`src/rtl/key_counter.sv`:
```
// Two-button up/down counter (0..9999) with synchronizers, debounce and optional auto-repeat.
// Define KEY_COUNTER_AUTOREPEAT_EN to enable hold-then-repeat stepping; default is one step per press.
module key_counter #(
   parameter logic [15:0] DEBOUNCE_CYC = 16'd50000,
   parameter logic [23:0] HOLD_CYC     = 24'd8000000,
   parameter logic [23:0] REPEAT_CYC   = 24'd2000000
) (
   input  logic        clk,
   input  logic        rst,
   input  logic        add,
   input  logic        sub,
   input  logic        clr,
   output logic [15:0] data,
   output logic        upd,
   output logic        at_max,
   output logic        at_min
);

   localparam logic [15:0] MAX_VAL  = 16'd9999;
   localparam logic [23:0] DB_FULL  = {8'd0, DEBOUNCE_CYC};
   // A debounce length of 0 or 1 means the entry edge alone accepts the press.
   localparam bit          DB_IMMED = (DB_FULL < 24'd2);
   localparam logic [23:0] DB_LAST  = DB_IMMED ? 24'd0 : DB_FULL - 24'd2;
`ifdef KEY_COUNTER_AUTOREPEAT_EN
   localparam logic [23:0] HOLD_LAST = (HOLD_CYC == 24'd0) ? 24'd0 : HOLD_CYC - 24'd1;
   localparam logic [23:0] REP_LAST  = (REPEAT_CYC == 24'd0) ? 24'd0 : REPEAT_CYC - 24'd1;

   typedef enum logic [1:0] {IDLE, DEBOUNCE, HOLD, REPEAT} state_t;
`else
   typedef enum logic [1:0] {IDLE, DEBOUNCE, HOLD} state_t;
`endif

   typedef enum logic [1:0] {PAT_NONE, PAT_INC, PAT_DEC} pat_t;

   logic [1:0]  add_sync;
   logic [1:0]  sub_sync;
   pat_t        pat;
   state_t      state;
   logic [23:0] cnt;
   logic        dir_inc;
   logic        step_inc;
   logic        match;
   logic [15:0] step_val;

   always_ff @(posedge clk or posedge rst) begin
      if (rst) begin
         add_sync <= 2'b11;
         sub_sync <= 2'b11;
      end else begin
         add_sync <= {add_sync[0], add};
         sub_sync <= {sub_sync[0], sub};
      end
   end

   always_comb begin
      pat = PAT_NONE;
      if (!add_sync[1] && sub_sync[1])
         pat = PAT_INC;
      else if (add_sync[1] && !sub_sync[1])
         pat = PAT_DEC;
   end

   assign match    = (pat == (dir_inc ? PAT_INC : PAT_DEC));
   // From IDLE the step (immediate debounce only) follows the fresh pattern, not the stale latch.
   assign step_inc = (state == IDLE) ? (pat == PAT_INC) : dir_inc;

   always_comb begin
      step_val = data;
      if (step_inc) begin
         if (data < MAX_VAL)
            step_val = data + 16'd1;
      end else if (data != 16'd0) begin
         step_val = data - 16'd1;
      end
   end

   task automatic apply_step();
      if (step_val != data) begin
         data <= step_val;
         upd  <= 1'b1;
      end
   endtask

   always_ff @(posedge clk or posedge rst) begin
      if (rst) begin
         state   <= IDLE;
         cnt     <= 24'd0;
         dir_inc <= 1'b1;
         data    <= 16'd0;
         upd     <= 1'b0;
      end else begin
         upd <= 1'b0;
         if (clr) begin
            state <= IDLE;
            cnt   <= 24'd0;
            data  <= 16'd0;
         end else begin
            case (state)
               IDLE: begin
                  cnt <= 24'd0;
                  if (pat != PAT_NONE) begin
                     dir_inc <= (pat == PAT_INC);
                     if (DB_IMMED) begin
                        apply_step();
                        state <= HOLD;
                     end else begin
                        state <= DEBOUNCE;
                     end
                  end
               end
               DEBOUNCE: begin
                  if (!match) begin
                     state <= IDLE;
                     cnt   <= 24'd0;
                  end else if (cnt == DB_LAST) begin
                     apply_step();
                     state <= HOLD;
                     cnt   <= 24'd0;
                  end else begin
                     cnt <= cnt + 24'd1;
                  end
               end
`ifdef KEY_COUNTER_AUTOREPEAT_EN
               HOLD: begin
                  if (!match) begin
                     state <= IDLE;
                     cnt   <= 24'd0;
                  end else if (cnt == HOLD_LAST) begin
                     apply_step();
                     state <= REPEAT;
                     cnt   <= 24'd0;
                  end else begin
                     cnt <= cnt + 24'd1;
                  end
               end
               REPEAT: begin
                  if (!match) begin
                     state <= IDLE;
                     cnt   <= 24'd0;
                  end else if (cnt == REP_LAST) begin
                     apply_step();
                     cnt <= 24'd0;
                  end else begin
                     cnt <= cnt + 24'd1;
                  end
               end
`else
               HOLD: begin
                  cnt <= 24'd0;
                  if (!match)
                     state <= IDLE;
               end
`endif
               default: begin
                  state <= IDLE;
                  cnt   <= 24'd0;
               end
            endcase
         end
      end
   end

   assign at_max = (data == MAX_VAL);
   assign at_min = (data == 16'd0);

endmodule

```
`config.mk`:
```
export PLATFORM = sky130hd
export DESIGN_NAME = key_counter
export DESIGN_NICKNAME = d
export VERILOG_FILES = /design/src/rtl/key_counter.sv
export SDC_FILE = /design/constraint.sdc
export NUM_CORES = 1
export LEC_CHECK = 0
export CORE_MARGIN = 2
export CORE_UTILIZATION = 31
export CTS_CLUSTER_DIAMETER = 200
export DETAILED_ROUTE_END_ITERATION = 10
export HOLD_SLACK_MARGIN = 0.1
export PLACE_DENSITY = 0.51
export SLEW_MARGIN = 20
export SYNTH_ARGS = -nofsm -noshare
export SYNTH_HDL_FRONTEND = slang
export SYNTH_SLANG_ARGS = --single-unit
```
`constraint.sdc`:
```
create_clock -name clk -period 7.3 [get_ports clk]
set_input_delay 2.19 -clock clk [delete_from_list [all_inputs] [get_ports clk]]
set_output_delay 2.19 -clock clk [all_outputs]
set_load 0.1 [all_outputs]
```
==> impl_metrics.tcl <==
set metrics [dict create \
    met2_usage 0.263 \
    rr_worst_depth 8 \
    core_um2 9240 \
    syn_to_final_growth_pct 15.2 \
    synth_flop_cell "dfrtp_1" \
    netlist_instances 330 \
    worstPathCellList "nor4_1 > nand4_1 > nor2_1 > clkdlybuf4s50_1" \
    vias_per_cell 5.20 \
    antenna_found_initial 0 \
    n_antenna_cell 0 \
    yosys_warnings 0 \
    drt_wl_total_um 7150 \
    synthDistinctLibCells 62 \
    avgSynthCellArea_um2 8.93 \
    clock_path_buffers 2 \
    hold_violations 0 \
    use_met3 0.0283 \
    wire_per_inst_um 15.0 \
    netlist_top_cells_count "50 x nor2_1, 43 x dfrtp_1, 19 x nand3_1" \
    utilization 0.367 \
    fin_cells 478 \
    cts.htree.levels 2 \
    dp_slack_ns 2.50 \
    finalWorstSetupSlack_ns 2.13 \
    gr-usage-met1 0.185 \
    routed-via-count 2486 \
    worst_slew_pin_slew_ns 1.02 \
    gp_congestion 0.834 \
    ctsResizeCount 0 \
    grtUsageTotal 0.149 \
    ir_drop_v 0.0000750 \
    maxCapViolCount 0 \
    io_pins 24 \
    synth.most_common_cell "nor2_1" \
    whs_ns 0.362 \
    worstSetupPathType "register to output pin" \
    final_area_um2 3390 \
    hold_class "register to register" \
    cpPeakStageDelay_ns 1.18 \
    p_leak_nw 1.28 \
    synth_area_um2 2950 \
    fin_nets 360 \
    synth.area.top_cells "dfrtp_1 37%, nor2_1 6.4%, dfstp_2 4.5%" \
    die_height_um 101 \
    slew_headroom 0.317 \
    clkTransAtPathRegs_ns 0.10 \
    grt_pass1_vias 2471 \
    drc 0 \
    power_mw 0.513 \
    min_path_cells 0 \
    grt_pass1_wl_um 12100 \
    dp_hpwl_um 5090 \
    synth-seq-cells 48 \
    dpl-instance-area_um2 3280 \
    fillCellCount 944 \
    rsz0062_at_grt "no" \
    portBuffers 23 \
    antenna_left 0 \
    grt_overflow 0 \
    cts_tree "done" \
    fin_skew_ns 0.0153 \
    status "completed" \
    synthDominantCellAreaShare 0.365 \
    synth_edf_count 0 \
    slew_violations 0 \
    startpoint_type "register" \
    path_max_fanout 9 \
    arrival_ns 2.98 \
    die_area_um2 10300 \
    die_w_um 101 \
    fin_crit_sh 0.708 \
    timing.fmax_mhz 194 \
    cts_buffers 5 \
    rows 35 \
    setup_viol 0 \
    drt_pass1_iterations 4 \
    synth_nets 342 \
    cts_root_buffer "clkbuf_8" \
    synth_top_cell_by_area "dfrtp_1" \
    top_usage_layer "met2" \
    async_flop_share 1.00 \
    post-cts-setup-buffers 0 \
    layout_min_cycle_time_ns 5.17 \
    clk_latency_ns 0.31 \
    clock-sinks 48 \
    place_inst 470 \
    drive_gt1_frac 0.0774 \
    grt_max_degree 49 \
    setup_tns_ns 0 \
    ys_seq_area_frac 0.410 \
    power_density_nw_per_um2 151 \
    start_util 0.319 \
    cp-end-kind "output pin" \
    ctsHoldBuffers 0 \
    crit_path_top_delay_cell "clkdlybuf4s50_1" \
    drt_iter0_drc 76 \
    critical_path_required_ns 5.11 \
]
-- cells in the final DEF (no fill, tap or decap), types with 7 or more instances in the layout --
master / Yosys / routed
nand3_1: 19 / 19
clkdlybuf4s50_1: 0 / 23
nor3_1: 9 / 9
nor4_1: 11 / 11
inv_1: 12 / 11
nand2_1: 17 / 17
nor2_1: 50 / 50
a21oi_1: 18 / 18
nand4_1: 9 / 9
dfrtp_1: 43 / 43
and3_1: 8 / 8
ha_1: 7 / 7
o21ai_0: 11 / 11
or3_1: 8 / 8
xor2_1: 12 / 12
xnor2_1: 10 / 10
-- logic make-up after synthesis --
group	count (synthesis)	synth area share
and+or+nand+nor	161	0.293
AOI/OAI and AO/OA	59	0.136
DFF	48	0.410
buffers and inverters	26	0.0403
xor gates and xnor gates	22	0.0654
muxes	7	0.0259
adders and majority gates	7	0.0297
-- per-layer routing --
layer	vias to the layer above	wire length, µm
met4	0	112
met1	1198	3200
met5	-	0
li1	1222	-
met3	12	280
met2	54	3550
-- area by class of cell --
class	count	area, µm²	area share
Clock buffer	5	68.8	0.0203
Sequential cell	48	1210	0.356
Clock inverter	3	46.3	0.0136
Timing Repair Buffer	25	245	0.0722
Tap cell	129	161	0.0475
Multi-Input combinational cell	256	1620	0.477
Inverter	12	45.0	0.0133
-- flip-flops by register name (all words and copies together), names as in the netlist --
name / cells
dir_inc: 1
upd: 1
add_sync: 2
sub_sync: 2
state: 2
cnt: 24
data: 16
-- worst paths after layout --
path                              from          end  slack [ns]
setup / recovery               data[6]       at_min        2.13
hold / removal             add_sync[0]  add_sync[1]        0.36
setup reg to reg           add_sync[1]     data[10]        4.33
hold reg to reg            add_sync[0]  add_sync[1]        0.36
max in group asynchronous          rst      cnt[12]        4.50
min in group asynchronous          rst     data[11]        2.36
-- worst max-delay path, delay by kind of cell (launching register included) --
kind	cells	cell delay, ns
buffers and inverters	1	1.18
DFF	1	0.48
and+or+nand+nor	3	1.00
-- power breakdown --
| part | switching [mW] | internal (mW) |
|---|---|---|
| Clock | 0.100 | 0.103 |
| Sequential | 0.00333 | 0.270 |
| Combinational | 0.0235 | 0.0117 |
Power figures use the tool's default switching activity.
